**src/rtl/riscv_pkg.sv**
```systemverilog
// riscv_pkg: shared types and sizes for the instruction-memory loader
package riscv_pkg;

    localparam int XLEN       = 32;
    localparam int IMEM_WORDS = 1024;

    typedef enum logic [1:0] {
        IDLE  = 2'd0,
        RECV  = 2'd1,
        WRITE = 2'd2,
        DONE  = 2'd3
    } loader_state_e;

endpackage

```
**src/rtl/imem_loader_packer.sv**
```systemverilog
// imem_word_packer: gathers four little-endian bytes into one 32-bit word
module imem_word_packer
    import riscv_pkg::*;
(
    input  logic            clk_i,
    input  logic            rst_i,
    input  logic            clr_i,
    input  logic            accept_i,
    input  logic [7:0]      byte_i,
    output logic [XLEN-1:0] word_o,
    output logic            last_o
);

    logic [1:0]      idx_q, idx_d;
    logic [XLEN-1:0] word_q, word_d;

    // shift each new byte in from the top so byte 0 ends up in bits [7:0]
    always_comb begin
        idx_d  = clr_i ? 2'd0 : (accept_i ? idx_q + 2'd1 : idx_q);
        word_d = clr_i ? '0 : (accept_i ? {byte_i, word_q[XLEN-1:8]} : word_q);
    end

    // index and word registers, discarded on reset or clear
    always_ff @(posedge clk_i) begin
        if (rst_i) begin
            idx_q  <= 2'd0;
            word_q <= '0;
        end else begin
            idx_q  <= idx_d;
            word_q <= word_d;
        end
    end

    assign word_o = word_q;
    assign last_o = accept_i && (idx_q == 2'd3);

endmodule

```
**src/rtl/imem_loader.sv**
```systemverilog
// imem_loader: streams a byte image into IMEM as 32-bit words and stalls the PC meanwhile
module imem_loader
    import riscv_pkg::*;
#(
    parameter logic [XLEN-1:0] BASE_ADDR = 32'h0000_0000,
    parameter int              MAX_WORDS = IMEM_WORDS,
    parameter int              LEN_W     = 11
) (
    input  logic             clk_i,
    input  logic             rst_i,
    input  logic             start_i,
    input  logic [LEN_W-1:0] len_i,
    input  logic             byte_valid_i,
    input  logic [7:0]       byte_data_i,
    output logic             byte_ready_o,
    output logic             mem_we_o,
    output logic [XLEN-1:0]  mem_addr_o,
    output logic [XLEN-1:0]  mem_data_o,
    output logic             pc_we_o,
    output logic             busy_o,
    output logic             done_o,
    output logic             err_o
);

    loader_state_e    state_q, state_d;
    logic [LEN_W-1:0] len_q, len_d;
    logic [LEN_W-1:0] cnt_q, cnt_d;
    logic [XLEN-1:0]  addr_q, addr_d;
    logic             err_q, err_d;
    logic             clr, accept, last;

    imem_word_packer u_packer (
        .clk_i   (clk_i),
        .rst_i   (rst_i),
        .clr_i   (clr),
        .accept_i(accept),
        .byte_i  (byte_data_i),
        .word_o  (mem_data_o),
        .last_o  (last)
    );

    // next-state, length latch, word counter and address generation
    always_comb begin
        state_d = state_q;
        len_d   = len_q;
        cnt_d   = cnt_q;
        addr_d  = addr_q;
        err_d   = 1'b0;
        clr     = 1'b0;
        accept  = 1'b0;
        case (state_q)
            IDLE: begin
                clr = 1'b1;
                if (start_i) begin
                    if (len_i == '0) begin
                        state_d = DONE;
                    end else if (len_i > LEN_W'(MAX_WORDS)) begin
                        err_d = 1'b1;
                    end else begin
                        state_d = RECV;
                        len_d   = len_i;
                        cnt_d   = '0;
                        addr_d  = BASE_ADDR;
                    end
                end
            end
            RECV: begin
                accept  = byte_valid_i;
                state_d = last ? WRITE : RECV;
            end
            WRITE: begin
                clr     = 1'b1;
                cnt_d   = cnt_q + LEN_W'(1);
                addr_d  = addr_q + XLEN'(4);
                state_d = (cnt_q + LEN_W'(1) == len_q) ? DONE : RECV;
            end
            default: state_d = IDLE;
        endcase
    end

    // state and datapath registers with synchronous reset
    always_ff @(posedge clk_i) begin
        if (rst_i) begin
            state_q <= IDLE;
            len_q   <= '0;
            cnt_q   <= '0;
            addr_q  <= BASE_ADDR;
            err_q   <= 1'b0;
        end else begin
            state_q <= state_d;
            len_q   <= len_d;
            cnt_q   <= cnt_d;
            addr_q  <= addr_d;
            err_q   <= err_d;
        end
    end

    assign byte_ready_o = (state_q == RECV);
    assign mem_we_o     = (state_q == WRITE);
    assign mem_addr_o   = addr_q;
    assign pc_we_o      = (state_q == IDLE);
    assign busy_o       = (state_q == RECV) || (state_q == WRITE);
    assign done_o       = (state_q == DONE);
    assign err_o        = err_q;

endmodule
```
**config.mk**
```make
export PLATFORM = sky130hd
export DESIGN_NAME = imem_loader
export DESIGN_NICKNAME = d
export VERILOG_FILES = /design/src/rtl/riscv_pkg.sv /design/src/rtl/imem_loader_packer.sv /design/src/rtl/imem_loader.sv
export SDC_FILE = /design/constraint.sdc
export NUM_CORES = 1
export LEC_CHECK = 0
export ABC_CLOCK_PERIOD_IN_PS = 4300
export CAP_MARGIN = 20
export CELL_PAD_IN_SITES_DETAIL_PLACEMENT = 1
export CELL_PAD_IN_SITES_GLOBAL_PLACEMENT = 1
export CORE_ASPECT_RATIO = 1.5
export CORE_MARGIN = 10
export CORE_UTILIZATION = 40
export CTS_CLUSTER_DIAMETER = 200
export DETAILED_ROUTE_END_ITERATION = 10
export GPL_TIMING_DRIVEN = 0
export PLACE_DENSITY_LB_ADDON = 0.3
export SYNTH_ARGS = -nofsm -noshare
export SYNTH_HDL_FRONTEND = slang
export SYNTH_SLANG_ARGS = --single-unit
```
**constraint.sdc**
```tcl
create_clock -name clk_i -period 4.3 [get_ports clk_i]
set_input_delay 0.86 -clock clk_i [delete_from_list [all_inputs] [get_ports clk_i]]
set_output_delay 0.86 -clock clk_i [all_outputs]
set_load 0.03 [all_outputs]
```
==> results of run 1 <==
## cell type report
type	instances	area share (%)
Clock inverter	7	1.23
Timing Repair Buffer	90	16.0
Inverter	11	0.736
Tap cell	144	3.21
Sequential cell	89	31.7
Buffer	33	2.81
Multi-Input combinational cell	385	40.2
Clock buffer	9	4.01
## Yosys cell counts, types with 3 or more instances
cell / count / area share (%)
o2111ai_1: 3 / 0.62
xnor2_1: 12 / 2.5
a211oi_1: 4 / 0.71
or2_2: 3 / 0.44
or3_1: 26 / 3.8
mux2i_1: 10 / 2.4
nor3_1: 4 / 0.47
clkbuf_1: 24 / 2.1
nand3_1: 14 / 1.7
nand4_1: 10 / 1.5
o21ai_0: 23 / 2.7
nor2_1: 26 / 2.3
dfxtp_1: 89 / 42
or4_1: 15 / 2.7
a21oi_1: 72 / 8.5
and3_1: 4 / 0.59
buf_6: 3 / 0.80
o31ai_1: 16 / 2.8
nand2_1: 86 / 7.6
ha_1: 7 / 2.1
nor4_1: 5 / 0.74
inv_1: 11 / 0.98
xor2_1: 5 / 1.0
buf_2: 3 / 0.35
and2_1: 5 / 0.74
## layer usage
metal  vias to the layer above  track usage [%]  wire length, um
met5                         -                0                0
met4                         0             6.70              347
met3                        32             4.30              653
met2                       101             32.6             7070
met1                      2045             18.2             5380
li1                       2065                -                -
## where the power goes
group          leakage (nW)  internal, mW  switching, mW
registers             0.718         0.831        0.00679
clock network         0.144         0.407          0.366
logic                 0.871        0.0611         0.0960
total                  1.73          1.30          0.468
## flip-flops by register name, indices dropped and copies added (netlist names)
register         count
err_o                1
u_packer.word_o     32
mem_addr_o          30
len_q               11
u_packer.idx_q       2
state_q              2
cnt_q               11
## how the worst max path moves through the flow
| stage | startpoint | endpoint | slack, ps |
|---|---|---|---|
| after floorplan | len_i[0] | mem_addr_o[15] | 1580 |
| after global placement | len_i[4] | mem_addr_o[11] | 350 |
| after detailed placement | len_i[4] | mem_addr_o[11] | 290 |
| after CTS | len_i[4] | mem_addr_o[11] | 650 |
| after global routing | len_i[4] | mem_addr_o[13] | 470 |
| final | len_i[4] | mem_addr_o[27] | 620 |
## critical path, stage by stage
cell	delay [ps]
clkdlybuf4s50_1	430
nor4_1	610
a211oi_1	310
o31ai_2	640
clkbuf_1	480
buf_2	350
o31ai_1	100
a21oi_1	160
## per-stage QoR
step,instance area (sq um),worst slack (ps)
2_1_floorplan,4240,1580
3_3_place_gp,5320,346
3_5_place_dp,5320,292
4_1_cts,5610,646
5_1_grt,5610,471
6_report,5610,619
## kinds of logic after synthesis
group	Yosys count	synth area share (%)
AND/OR/NAND/NOR	213	26.0
AO/OA/AOI/OAI	136	19.2
flip-flops	89	42.1
buffers and inverters	44	4.70
XOR/XNOR	17	3.52
multiplexers	10	2.36
adder cells (fa/ha/maj)	7	2.07
other	1	0.0886
==> flow_metrics.tcl, run 1 <==
set metrics [dict create \
    ctsHoldBuffers 0 \
    dr_total_vias 4243 \
    skew_ps 7.65 \
    maxCapViolations 0 \
    cts_root_buffer "clkbuf_16" \
    fp-row-count 46 \
    start_util_pct 40.4 \
    r2r-end "mem_addr_o[27]" \
    ff2ff_path_depth 10 \
    avgSynthCellArea_sq_um 8.19 \
    place.port_buffers 90 \
    most-common-layout-cells "90 x clkdlybuf4s50_1, 89 x dfxtp_1, 86 x nand2_1" \
    grt_util_all_layers_pct 17.5 \
    h-tree-depth 3 \
    fin_crit_sh_pct 85.6 \
    synth_flop_cell "dfxtp_1" \
    cp-end-kind "flip-flop" \
    drive_gt1_share_pct 5.77 \
    drt_drc_violations_left 0 \
    multiInputGateArea_sq_um 2260 \
    tritoncts "done" \
    leakagePower_nw 1.73 \
    post-dp-hpwl_um 10300 \
    syn_area_sq_um 4230 \
    die_x_um 104 \
    arrival_ps 3940 \
    io_pins 93 \
    clock_sinks 89 \
    min_path_type "flip-flop to flip-flop" \
    core_area_sq_um 10500 \
    clk_path_buf_depth 2 \
    peakVddDrop_mv 0.202 \
    routed_wl_um 13400 \
    p_total_mw 1.77 \
    worstHoldStart "u_packer.word_o[5]" \
    dr.pass1.iters 4 \
    gr-total-overflow 0 \
    antenna_found_initial 0 \
    grt_pass1_vias 4381 \
    seq_area_frac_synth_pct 42.1 \
    area_growth_pct 32.6 \
    synth_cells 517 \
    holdWs_ps 461 \
    postLayoutCoreUtil_pct 53.6 \
    clk_latency_ps 340 \
    post-cts-setup-buffers 0 \
    die_h_um 146 \
    rsz0062_at_grt "no" \
    max_slew_margin_pct 53.3 \
    drv_slew 0 \
    ff2ff_setup_slack_ps 1170 \
    status "completed" \
    min_period_ps 3680 \
    ant_nets 0 \
    powerDensity_nw_per_um2 315 \
    grt_pass1_wl_um 22200 \
    path_clk_slew_ps 70 \
    diodes 0 \
    synth_edf_count 0 \
    ys.warnings.count 0 \
    worst_pin_slew_ps 692 \
    cp_max_fo 10 \
    whs_path_depth 2 \
    finalSetupViolCount 0 \
    fmax_ghz 0.272 \
    final_common_cell "clkdlybuf4s50_1" \
    placedCellCount 752 \
    required_ps 4560 \
    wl_per_cell_um 17.5 \
    stdcell_count 768 \
    regArea_sq_um 1780 \
    gp_congestion 0.817 \
    criticalPathCategory "input port to flip-flop" \
    numCtsBuffers 9 \
    num-nets-final 649 \
    synth.distinct_cells 54 \
    fillers 1312 \
    dieArea_sq_um 15200 \
    ys_ff_latch 89 \
    async_flop_share_pct 0 \
    grt_max_degree 19 \
    vias_per_cell 5.52 \
    drtIter0Drc 97 \
    cts_resized 0 \
    critPathLaunchType "input port" \
    min_to "u_packer.word_o[5]" \
    hold_viol_final 0 \
    tns_ps 0 \
    reg2reg_from "state_q[0]" \
]
Note: power is estimated with default switching activity, not from simulation.
==> inputs of run 2 (changes only) <==
--- a/config.mk
+++ b/config.mk
@@ -7,2 +7,3 @@
 export LEC_CHECK = 0
+export ABC_AREA = 1
 export ABC_CLOCK_PERIOD_IN_PS = 4300
@@ -13,3 +14,3 @@
 export CORE_MARGIN = 10
-export CORE_UTILIZATION = 40
+export CORE_UTILIZATION = 39
 export CTS_CLUSTER_DIAMETER = 200
--- a/constraint.sdc
+++ b/constraint.sdc
@@ -3,2 +3,2 @@
 set_output_delay 0.86 -clock clk_i [all_outputs]
-set_load 0.03 [all_outputs]
+set_load 0.1 [all_outputs]
==> run 2 against run 1 <==
Net effect:
- routed wire length rose by 22%
- fmax grew 18%
- utilization shrank 2.0 points
- register-to-register slack improved by 800 ps
- worst hold slack gained 11 ps
- first-iteration DRC count rose by 59%
- sequential share of layout area shrank 1.5 points
- cell area grew 4.9%
- final cell count rose by 21%
- critical path type is now flip-flop to output pin
==> flow_metrics.tcl, run 2 <==
set metrics [dict create \
    status "completed" \
    worst_pin_slew_ps 1010 \
    final_common_cell "nand2_1" \
    fin_crit_sh_pct 72.6 \
    rsz0062_at_grt "no" \
    clock_sinks 89 \
    clk_latency_ps 350 \
    h-tree-depth 3 \
    p_total_mw 1.94 \
    cp-end-kind "output pin" \
    powerDensity_nw_per_um2 329 \
    synth_top_area_cell "dfxtp_1" \
    regArea_sq_um 1780 \
    muxShareOfSynthArea_pct 0 \
    ant_nets 0 \
    arrival_ps 2260 \
    dr_total_vias 4821 \
    skew_ps 8.17 \
    cp_max_fo 4 \
    cp_slowest_cell "clkdlybuf4s50_1" \
    synth_compound_area_share_pct 14.4 \
    synth_top_cells_by_count "210 x nand2_1, 89 x dfxtp_1, 86 x a21oi_1, 61 x nor2_1, 59 x inv_1" \
    place.port_buffers 89 \
    drive_gt1_share_pct 4.74 \
    whs_path_depth 2 \
    fmax_ghz 0.320 \
    synth-adder-area-share_pct 1.95 \
    drt_drc_violations_left 0 \
    ys_ff_latch 89 \
    max_slew_margin_pct 32.1 \
    ys_top_cells_by_area "dfxtp_1 40%, nand2_1 18%, a21oi_1 9.6%" \
    critPathLaunchType "flip-flop" \
    reg2reg_from "cnt_q[0]" \
    io_pins 93 \
    largest_register_ffs 32 \
    pre_cts_ws_ps 1130 \
    worstPathCellList "inv_1 > ha_1 > clkdlybuf4s50_1" \
    grt_pass1_vias 5432 \
    min_path_type "flip-flop to flip-flop" \
    avgSynthCellArea_sq_um 6.67 \
    synth_xor_xnor_area_share_pct 2.14 \
    area_growth_pct 30.9 \
    cts_resized 0 \
    postLayoutCoreUtil_pct 51.6 \
    async_flop_share_pct 0 \
    vias_per_cell 5.18 \
    die_x_um 108 \
    criticalPathCategory "flip-flop to output pin" \
    core_area_sq_um 11400 \
    dieArea_sq_um 16300 \
    grt_max_degree 18 \
    start_util_pct 39.4 \
    antenna_found_initial 0 \
    syn_area_sq_um 4500 \
    fillers 1555 \
    tns_ps 0 \
    fp-row-count 48 \
    finish.instance_area_sq_um 5890 \
    gr-total-overflow 0 \
    drtIter0Drc 154 \
    seq_area_frac_synth_pct 39.6 \
    grt_util_all_layers_pct 20.4 \
    post_dp_cell_area_sq_um 5580 \
    ff2ff_setup_slack_ps 1970 \
    path_clk_slew_ps 70 \
    synth_top_family_by_area "simple AND/OR/NAND/NOR gates" \
    synth_edf_count 0 \
    ff2ff_path_depth 13 \
    most-common-layout-cells "210 x nand2_1, 89 x dfxtp_1, 89 x clkdlybuf4s50_1" \
    wl_per_cell_um 17.6 \
    diodes 0 \
    min_period_ps 3120 \
    yosys.area_share.simple_pct 33.3 \
    dr.pass1.iters 4 \
    fin_ws_ps 1180 \
    cts_root_buffer "clkbuf_16" \
    gp_congestion 0.890 \
    min_to "u_packer.word_o[0]" \
    post-dp-hpwl_um 12800 \
    multiInputGateArea_sq_um 2340 \
    required_ps 3440 \
    ctsHoldBuffers 0 \
    die_h_um 152 \
    grt_pass1_wl_um 26800 \
    maxCapViolations 0 \
    max_stage_delay_ps 1150 \
    synth_most_common_cell "nand2_1" \
    synth.top_cell.area_share_pct 39.6 \
    r2r-end "state_q[1]" \
    synth_flop_cell "dfxtp_1" \
    clk_path_buf_depth 2 \
    synth.distinct_cells 35 \
    worstHoldStart "u_packer.word_o[0]" \
    post-cts-setup-buffers 0 \
    hold_viol_final 0 \
    drv_slew 0 \
    peakVddDrop_mv 0.172 \
    finalSetupViolCount 0 \
    routed_wl_um 16400 \
    numCtsBuffers 9 \
    num-nets-final 806 \
    tritoncts "done" \
    synth_cells 675 \
    ys.warnings.count 0 \
    leakagePower_nw 2.03 \
]
## run 2: changes by cell type in the layout (fill, tap and decap cells not counted), sizes merged, moves of 14 or more
| cell | change |
|---|---|
| or4 | -17 |
| o31ai | -18 |
| or3 | -26 |
| nor2 | +35 |
| a21oi | +14 |
| nand2 | +126 |
| nand3 | +29 |
| inv | +49 |
## run 2: worst max path at each step
stage | startpoint | end | slack [ps] | cells after the start
floorplan | state_q[0] | mem_addr_o[12] | 1950 | 9
global placement | len_i[0] | mem_addr_o[16] | 1130 | 10
detailed placement | len_i[0] | mem_addr_o[12] | 1130 | 10
CTS | state_q[1] | busy_o | 1150 | 3
global route | state_q[1] | busy_o | 1110 | 3
finish | state_q[1] | busy_o | 1180 | 3
## run 2: routing by layer
| metal | global-route usage [%] | vias to the layer above | part of all wire (%) |
|---|---|---|---|
| li1 | - | 2388 | - |
| met1 | 19.7 | 2328 | 37 |
| met2 | 40.0 | 80 | 56 |
| met3 | 5.33 | 25 | 4.6 |
| met4 | 7.24 | 0 | 2.2 |
| met5 | 0 | - | 0 |
## run 2: kinds of logic (layout without fill, tap and decap cells)
family,after synthesis,after routing
other cells,1,2
flops,89,89
fa+ha+maj,7,7
xor+xnor,11,11
compound gates,122,122
simple gates,356,356
buf+inv,89,194
## run 2: power by group
group	internal [mW]	total [mW]	leakage, nW	switching, mW
clock network	0.462	0.825	0.149	0.363
registers	0.843	0.861	0.721	0.0180
logic	0.0741	0.250	1.16	0.176
## run 2: stage by stage
step	instances	hold WS, ps
CTS	931	475
finish	931	472
global route	931	501
global placement	915	453
detailed placement	915	463
floorplan	676	444
## run 2: final cells by class
cell class / count / share of cell area [%]
Clock buffer: 9 / 3.82
Inverter: 61 / 3.89
Buffer: 28 / 2.61
Multi-Input combinational cell: 498 / 39.7
Sequential cell: 89 / 30.2
Timing Repair Buffer: 89 / 15.1
Tap cell: 150 / 3.19
Clock inverter: 7 / 1.42
## run 2: critical path: cells and delay by family (launching register included)
family     cells  cell delay [ps]
fa+ha+maj      1              280
flops          1              400
buf+inv        2             1230
==> inputs of run 3 (changes only) <==
ABC_CLOCK_PERIOD_IN_PS = 3100   (was 4300)
CORE_UTILIZATION = 36   (was 39)
clock period = 3.1 ns   (was 4.3 ns; I/O delays follow)
==> run 3 against run 2 <==
Net effect:
- cell area is 0.28% lower
- clock power is 32% higher
- final cell count is 0.64% higher
- sequential share of layout area is 0.084 points higher
- die area is 7.0% higher
- non-clock buffer count stayed put
- register-to-register slack worse by 1000 ps
- clock skew is 2.4 ps lower
- utilization is 4.2 points lower
- highest routed layer unchanged
==> flow_metrics.tcl, run 3 (same netlist as run 2, synthesis figures left out) <==
set metrics [dict create \
    dr_total_vias 4842 \
    fmax_ghz 0.349 \
    drv_slew 0 \
    place.port_buffers 89 \
    arrival_ps 2250 \
    fin_crit_sh_pct 92.5 \
    grt_pass1_wl_um 27000 \
    skew_ps 5.72 \
    holdWs_ps 466 \
    ant_nets 0 \
    crit_path_start "state_q[0]" \
    ff2ff_path_depth 9 \
    p_total_mw 2.62 \
    largest_register_ffs 32 \
    die_x_um 111 \
    grt_pass1_vias 5289 \
    cts_root_buffer "clkbuf_16" \
    peakVddDrop_mv 0.234 \
    leakagePower_nw 2.02 \
    post-dp-hpwl_um 12900 \
    maxCapViolations 0 \
    powerDensity_nw_per_um2 447 \
    min_path_type "flip-flop to flip-flop" \
    drive_gt1_share_pct 4.74 \
    vias_per_cell 5.17 \
    die_h_um 157 \
    area_growth_pct 30.6 \
    critPathLaunchType "flip-flop" \
    drtIter0Drc 126 \
    path_clk_slew_ps 70 \
    dieArea_sq_um 17500 \
    post-cts-setup-buffers 0 \
    clk_path_buf_depth 2 \
    core_area_sq_um 12400 \
    start_util_pct 36.3 \
    pre_cts_ws_ps 167 \
    worst_pin_slew_ps 1040 \
    criticalPathCategory "flip-flop to output pin" \
    gr-total-overflow 0 \
    reg2reg_from "state_q[0]" \
    num-nets-final 806 \
    rsz0062_at_grt "no" \
    cp_max_fo 4 \
    cp-end-kind "output pin" \
    numCtsBuffers 9 \
    tns_ps 0 \
    io_pins 93 \
    h-tree-depth 3 \
    diodes 0 \
    finalSetupViolCount 0 \
    cts_resized 0 \
    clock_sinks 89 \
    routed_wl_um 16400 \
    drt_drc_violations_left 0 \
    gp_congestion 0.902 \
    whs_path_depth 2 \
    ctsHoldBuffers 0 \
    dr.pass1.iters 4 \
    wl_per_cell_um 17.5 \
    status "completed" \
    min_period_ps 2870 \
    tritoncts "done" \
    clk_latency_ps 350 \
    fp-row-count 50 \
    grt_max_degree 18 \
    most-common-layout-cells "210 x nand2_1, 89 x dfxtp_1, 89 x clkdlybuf4s50_1" \
    required_ps 2480 \
    worstHoldStart "u_packer.word_o[2]" \
    max_slew_margin_pct 30.5 \
    fin_ws_ps 232 \
    antenna_found_initial 0 \
    hold_viol_final 0 \
    final_common_cell "nand2_1" \
    grt_util_all_layers_pct 18.8 \
]
[run 3: report_power, final]
group | switching, mW | internal [mW]
clock | 0.525 | 0.560
combinational | 0.242 | 0.103
sequential | 0.0247 | 1.17
total | 0.791 | 1.83
[run 3: through the flow]
step / util [%] / std cells / cell area (sq um)
finish: 47.4 / 937 / 5870
global route: 47.4 / 937 / 5870
CTS: 47.4 / 937 / 5870
detailed placement: 45.1 / 921 / 5590
global placement: 45.1 / 921 / 5590
floorplan: - / 676 / 4500
[run 3: path summary, 6_finish.rpt]
| kind | endpoint | slack, ps |
|---|---|---|
| worst max-delay path | busy_o | 230 |
| worst min-delay path | u_packer.word_o[2] | 470 |
| worst max register to register | mem_addr_o[16] | 950 |
| worst min register to register | u_packer.word_o[2] | 470 |
[run 3: final cells by class]
| class | count | area [sq um] |
|---|---|---|
| Buffer | 28 | 154 |
| Clock buffer | 9 | 225 |
| Clock inverter | 7 | 60.1 |
| Fill cell | 1620 | 6510 |
| Inverter | 61 | 229 |
| Multi-Input combinational cell | 498 | 2340 |
| Sequential cell | 89 | 1780 |
| Tap cell | 156 | 195 |
| Timing Repair Buffer | 89 | 891 |
[run 3: worst max-delay path, cell delays in order (launching register included)]
cell and delay (ps):
dfxtp_1 390, inv_1 90, ha_1 290, clkdlybuf4s50_1 1130
[run 3: routing by layer]
metal  vias to the layer above  part of all wire, %  GRT usage, %
met4                         0                  3.1          8.90
met2                        82                   54          35.2
met3                        33                  5.4          5.75
met1                      2342                   37          18.3
met5                         -                    0             0
li1                       2385                    -             -
==> RTL edit 1 (settings of run 3) <==
Encoding of `loader_state_e`: now one-hot (4 bits for 4 states).
--- a/src/rtl/riscv_pkg.sv
+++ b/src/rtl/riscv_pkg.sv
@@ -5,9 +5,9 @@
     localparam int IMEM_WORDS = 1024;
 
-    typedef enum logic [1:0] {
-        IDLE  = 2'd0,
-        RECV  = 2'd1,
-        WRITE = 2'd2,
-        DONE  = 2'd3
+    typedef enum logic [3:0] {
+        IDLE  = 4'b0001,
+        RECV  = 4'b0010,
+        WRITE = 4'b0100,
+        DONE  = 4'b1000
     } loader_state_e;
 
Function: no difference found for any inputs over 10 cycles, from zero or initial values and one cycle with rst_i high; not proved beyond that.
==> RTL edit 1 against run 3 <==
  * Power is 6.2% lower
  * Cell count is 3.1% higher
  * Synthesized area is 4.0% higher
  * Global-route usage is 0.77 points lower
  * Wire length is 1.9% higher
  * Final area is 3.2% higher
  * Sequential cell count is 2 higher
  * Sequential share of layout area is 0.27 points lower
  * Via count is 5.3% higher
  * Worst setup slack worse by 0.072 ns
==> RTL edit 1: results (changes against run 3) <==
mux contribution to synthesized area -> 0% (unchanged)
Non-Filler Instances -> 966 (+3.1%)
share of cells above drive strength 1 -> 7.43% (+2.7 points)
Clk Latency, worst-skew pair -> 0.35 ns (about the same)
CTS Root Buffer Type -> clkbuf_16
worst path arrival time -> 2.32 ns (+0.07 ns)
diodes inserted -> 0 (unchanged)
sequential share of the synthesized area -> 38.9% (-0.66 points)
max reg flops -> 32 (unchanged)
initial antenna violation count -> 0 (unchanged)
first-pass GRT wire length -> 26,900 um (-0.20%)
Synthesis Warnings -> 0 (unchanged)
Max IR drop VDD -> 0.230 mV (-1.7%)
fill count -> 1,716 (+5.9%)
CTS Buf Count -> 9 (unchanged)
clock buffer depth -> 2 (unchanged)
GRT Overall Usage -> 18.0% (-0.77 points)
Synth top cells by count -> 187 x nand2_1, 108 x nand3_1, 94 x a21oi_1
number of global-route vias before repair -> 5,475 (+3.5%)
htree depth -> 3 (unchanged)
Synth Area in Adders -> 0.802% (-1.1 points)
Worst Clk Skew -> 0.00636 ns (+0.000643 ns)
fin nets -> 828 (+2.7%)
Max-slew headroom -> 32.8% (+2.3 points)
Leak Pwr -> 2.11 nW (+4.7%)
pre-CTS WS -> -0.229 ns (-0.396 ns)
largest net degree at the start of global routing -> 19 (+1)
Synth Flop Type -> dfxtp_1
Distinct cells, synth -> 34 (-2.9%)
r2r setup slk -> 0.89 ns (-0.06 ns)
synthesized instance count -> 703 (+4.1%)
I/O Buffers -> 88 (-1.1%)
via count -> 5,100 (+5.3%)
drt pass-1 iters -> 4 (unchanged)
status -> finished clean
DR iter-0 viols -> 182 (+44%)
placed cell area -> 5770 sq um (+3.2%)
Compound-Gate Fraction of Synth Area -> 13.3% (-1.1 points)
Max Clk Rate -> 340 MHz (-2.5%)
xor/xnor share of the synthesized area -> 0.562% (-1.6 points)
HP Class -> reg -> reg
crit path max fanout -> 5 (+1)
DP Cell Count -> 951 (+3.3%)
average routed wire per standard cell -> 17.3 um (-1.2%)
hpwl dp -> 13,100 um (+1.4%)
largest cells by area after synthesis -> dfxtp_1 39%, nand2_1 15%, nand3_1 12%
gp weighted congestion -> 0.925 (+2.5%)
==> RTL edit 1: worst paths after layout <==
kind | endpoint | startpoint | cells after the start
worst min register to register | u_packer.word_o[6] | u_packer.word_o[6] | 2
worst max register to register | mem_addr_o[28] | mem_addr_o[2] | 8
worst max-delay path | pc_we_o | state_q[3] | 4
worst min-delay path | u_packer.word_o[6] | u_packer.word_o[6] | 2
==> RTL edit 1: cell type report <==
cell class,count,area [sq um],share of cell area [%]
timing repair buffer,88,885,14.6
clock buffer,9,225,3.72
buffer,30,161,2.66
clock inverter,7,66.3,1.09
multi-input combinational,514,2450,40.4
tap,159,199,3.28
sequential,91,1820,30.1
inverter,68,255,4.21
==> RTL edit 1: layer usage <==
| metal | track usage (%) | wire length, um | vias up |
|---|---|---|---|
| li1 | - | - | 2502 |
| met1 | 17.5 | 6280 | 2447 |
| met2 | 34.2 | 9010 | 112 |
| met3 | 3.94 | 769 | 39 |
| met4 | 8.85 | 624 | 0 |
| met5 | 0 | 0 | - |
==> RTL edit 1: metrics by stage <==
step | power, mW | hold WS, ns
5_1_grt | 2.55 | 0.509
4_1_cts | 2.48 | 0.477
3_3_place_gp | 1.39 | 0.448
3_5_place_dp | 1.39 | 0.461
6_report | 2.46 | 0.472
2_1_floorplan | 1.33 | 0.435
==> RTL edit 1: report_power, final <==
part | total (mW) | internal, mW | switching, mW
logic | 0.179 | 0.0626 | 0.116
clock network | 1.10 | 0.567 | 0.529
registers | 1.19 | 1.18 | 0.00727
==> RTL edit 1: cell families (layout without fill, tap and decap cells) <==
family,count (synthesis),in the layout
xor gates and xnor gates,3,3
other,1,2
AOI/OAI and AO/OA,117,117
buffers and inverters,99,202
DFF,91,91
adders and majority gates,3,3
and+or+nand+nor,389,389
==> RTL edit 1: repair_timing <==
action,4_1_cts,5_1_grt
pin swaps,0,0
gates resized for setup,6,2
endpoints found under the setup margin,2,2
==> RTL edit 1: critical path, stage by stage (launching register included) <==
cell	delay [ns]
dfxtp_1	0.30
inv_1	0.10
nand2_1	0.12
nor3_4	0.25
clkdlybuf4s50_1	1.21
==> RTL edit 2 (settings of run 3) <==
Without the edit above. `LEN_W`: 11 -> 15.
--- a/src/rtl/imem_loader.sv
+++ b/src/rtl/imem_loader.sv
@@ -5,5 +5,5 @@
     parameter logic [XLEN-1:0] BASE_ADDR = 32'h0000_0000,
     parameter int              MAX_WORDS = IMEM_WORDS,
-    parameter int              LEN_W     = 11
+    parameter int              LEN_W     = 15
 ) (
     input  logic             clk_i,
Interface: changed (resized len_i); port bits go from 93 to 97. No check against the original RTL was run, so the function may have changed too.
==> RTL edit 2 against run 3 <==
  * Power is 3.0% higher
  * Register-to-register slack better by 0.02 ns
  * Largest power group unchanged
  * Wire length is 12% higher
  * Worst setup slack worse by 0.14 ns
  * Sequential cell count is 8 higher
  * First-iteration DRC count is 120% higher
  * Synthesized cell count is 11% higher
  * Worst hold slack better by 0.0077 ns
  * Combinational power is 33% lower
  * Synthesized area is 11% higher
  * Final area is 9.6% higher
==> RTL edit 2: results (changes against run 3) <==
status -> finished clean
DR iter-0 viols -> 278 (+120%)
largest net degree at the start of global routing -> 20 (+2)
Reg2Reg Depth -> 13 (+4)
DP Cell Count -> 1,007 (+9.3%)
vias per inst -> 5.32 (+3.0%)
Worst-Margin Slew -> 1.03 ns (-0.00931 ns)
sequential share of the synthesized area -> 39.0% (-0.62 points)
worst path arrival time -> 2.39 ns (+0.14 ns)
xor/xnor share of the synthesized area -> 1.93% (-0.21 points)
fill count -> 1,803 (+11%)
Pwr per Cell Area -> 420 nW/um^2 (-6.1%)
largest cells by area after synthesis -> dfxtp_1 39%, nand2_1 16%, a21oi_1 8.5%
Synth top cells by count -> 211 x nand2_1, 97 x dfxtp_1, 85 x a21oi_1
Max IR drop VDD -> 0.218 mV (-6.7%)
first-pass GRT wire length -> 29,100 um (+7.9%)
crit path max fanout -> 6 (+2)
Setup crit end -> pc_we_o
r2r setup slk -> 0.97 ns (+0.02 ns)
Leak Pwr -> 2.22 nW (+9.9%)
gp weighted congestion -> 0.943 (+4.5%)
DRT Wirelength -> 18,300 um (+12%)
GRT Overall Usage -> 19.3% (+0.55 points)
register area -> 1940 sq um (+9.0%)
Final clock-cell share -> 4.97% (+0.12 points)
placed cell area -> 6120 sq um (+9.5%)
Core Region -> 13,500 sq um (+9.3%)
Compound-Gate Fraction of Synth Area -> 14.8% (+0.41 points)
Non-clk bufs -> 124 (+6.0%)
signal buffers share of area -> 16.8% (-0.96 points)
hold path startpoint -> u_packer.word_o[4]
max reg flops -> 32 (unchanged)
fin nets -> 890 (+10%)
Setup Fix Bufs, Post-CTS -> 0 (unchanged)
number of global-route vias before repair -> 5,779 (+9.3%)
I/O Buffers -> 93 (+4.5%)
average routed wire per standard cell -> 17.9 um (+2.5%)
Worst Clk Skew -> 0.00645 ns (+0.000735 ns)
Synth Area in Adders -> 1.76% (-0.19 points)
share of cells above drive strength 1 -> 4.30% (-0.44 points)
nonclk inv count -> 70 (+15%)
Distinct cells, synth -> 37 (+5.7%)
multi-input gates -> 554 (+11%)
hpwl dp -> 14,300 um (+11%)
reg2reg start -> cnt_q[0]
reg2reg end -> state_q[1]
multi-input logic portion of the cell area -> 40.8% (+1.0 points)
Syn Area/Cell -> 6.63 sq um (-0.47%)
[RTL edit 2: changes by cell type after synthesis, sizes merged, moves of 5 or more]
cell    delta
nand3     +16
dfxtp      +8
a21o       +5
clkbuf     +5
nand4      +7
inv       +10
o21ai     +14
nor2       +7
[RTL edit 2: worst min-delay path by stage]
stage,end,cells after the start
finish,u_packer.word_o[4],2
global route,u_packer.word_o[4],2
CTS,u_packer.word_o[4],2
detailed placement,u_packer.word_o[4],2
global placement,len_q[14],2
floorplan,len_q[11],2
[RTL edit 2: where the power goes]
part	internal [mW]	switching (mW)
clock network	0.650	0.560
registers	1.25	0.00818
logic	0.0694	0.161
total	1.97	0.729
[RTL edit 2: metal layers]
metal | vias to the layer above | wire [um] | global-route usage (%)
met5 | - | 0 | 0
met4 | 0 | 416 | 7.88
met3 | 31 | 804 | 3.94
met2 | 109 | 10100 | 36.8
met1 | 2626 | 6970 | 19.7
li1 | 2679 | - | -
[RTL edit 2: critical path, cell delays in order, from the launching register on]
cell and delay (ns):
dfxtp_1 0.34, inv_1 0.09, ha_1 0.38, clkdlybuf4s50_1 1.21
[RTL edit 2: metrics by stage]
| step | setup WS [ns] | TNS, ns | hold slack (ns) | power (mW) |
|---|---|---|---|---|
| 2_1_floorplan | 0.767 | 0 | 0.439 | 1.43 |
| 5_1_grt | 0.0381 | 0 | 0.502 | 2.79 |
| 3_5_place_dp | -0.0192 | -0.0192 | 0.462 | 1.52 |
| 6_report | 0.0928 | 0 | 0.474 | 2.70 |
| 4_1_cts | 0.0884 | 0 | 0.474 | 2.72 |
| 3_3_place_gp | 0.0680 | 0 | 0.454 | 1.51 |
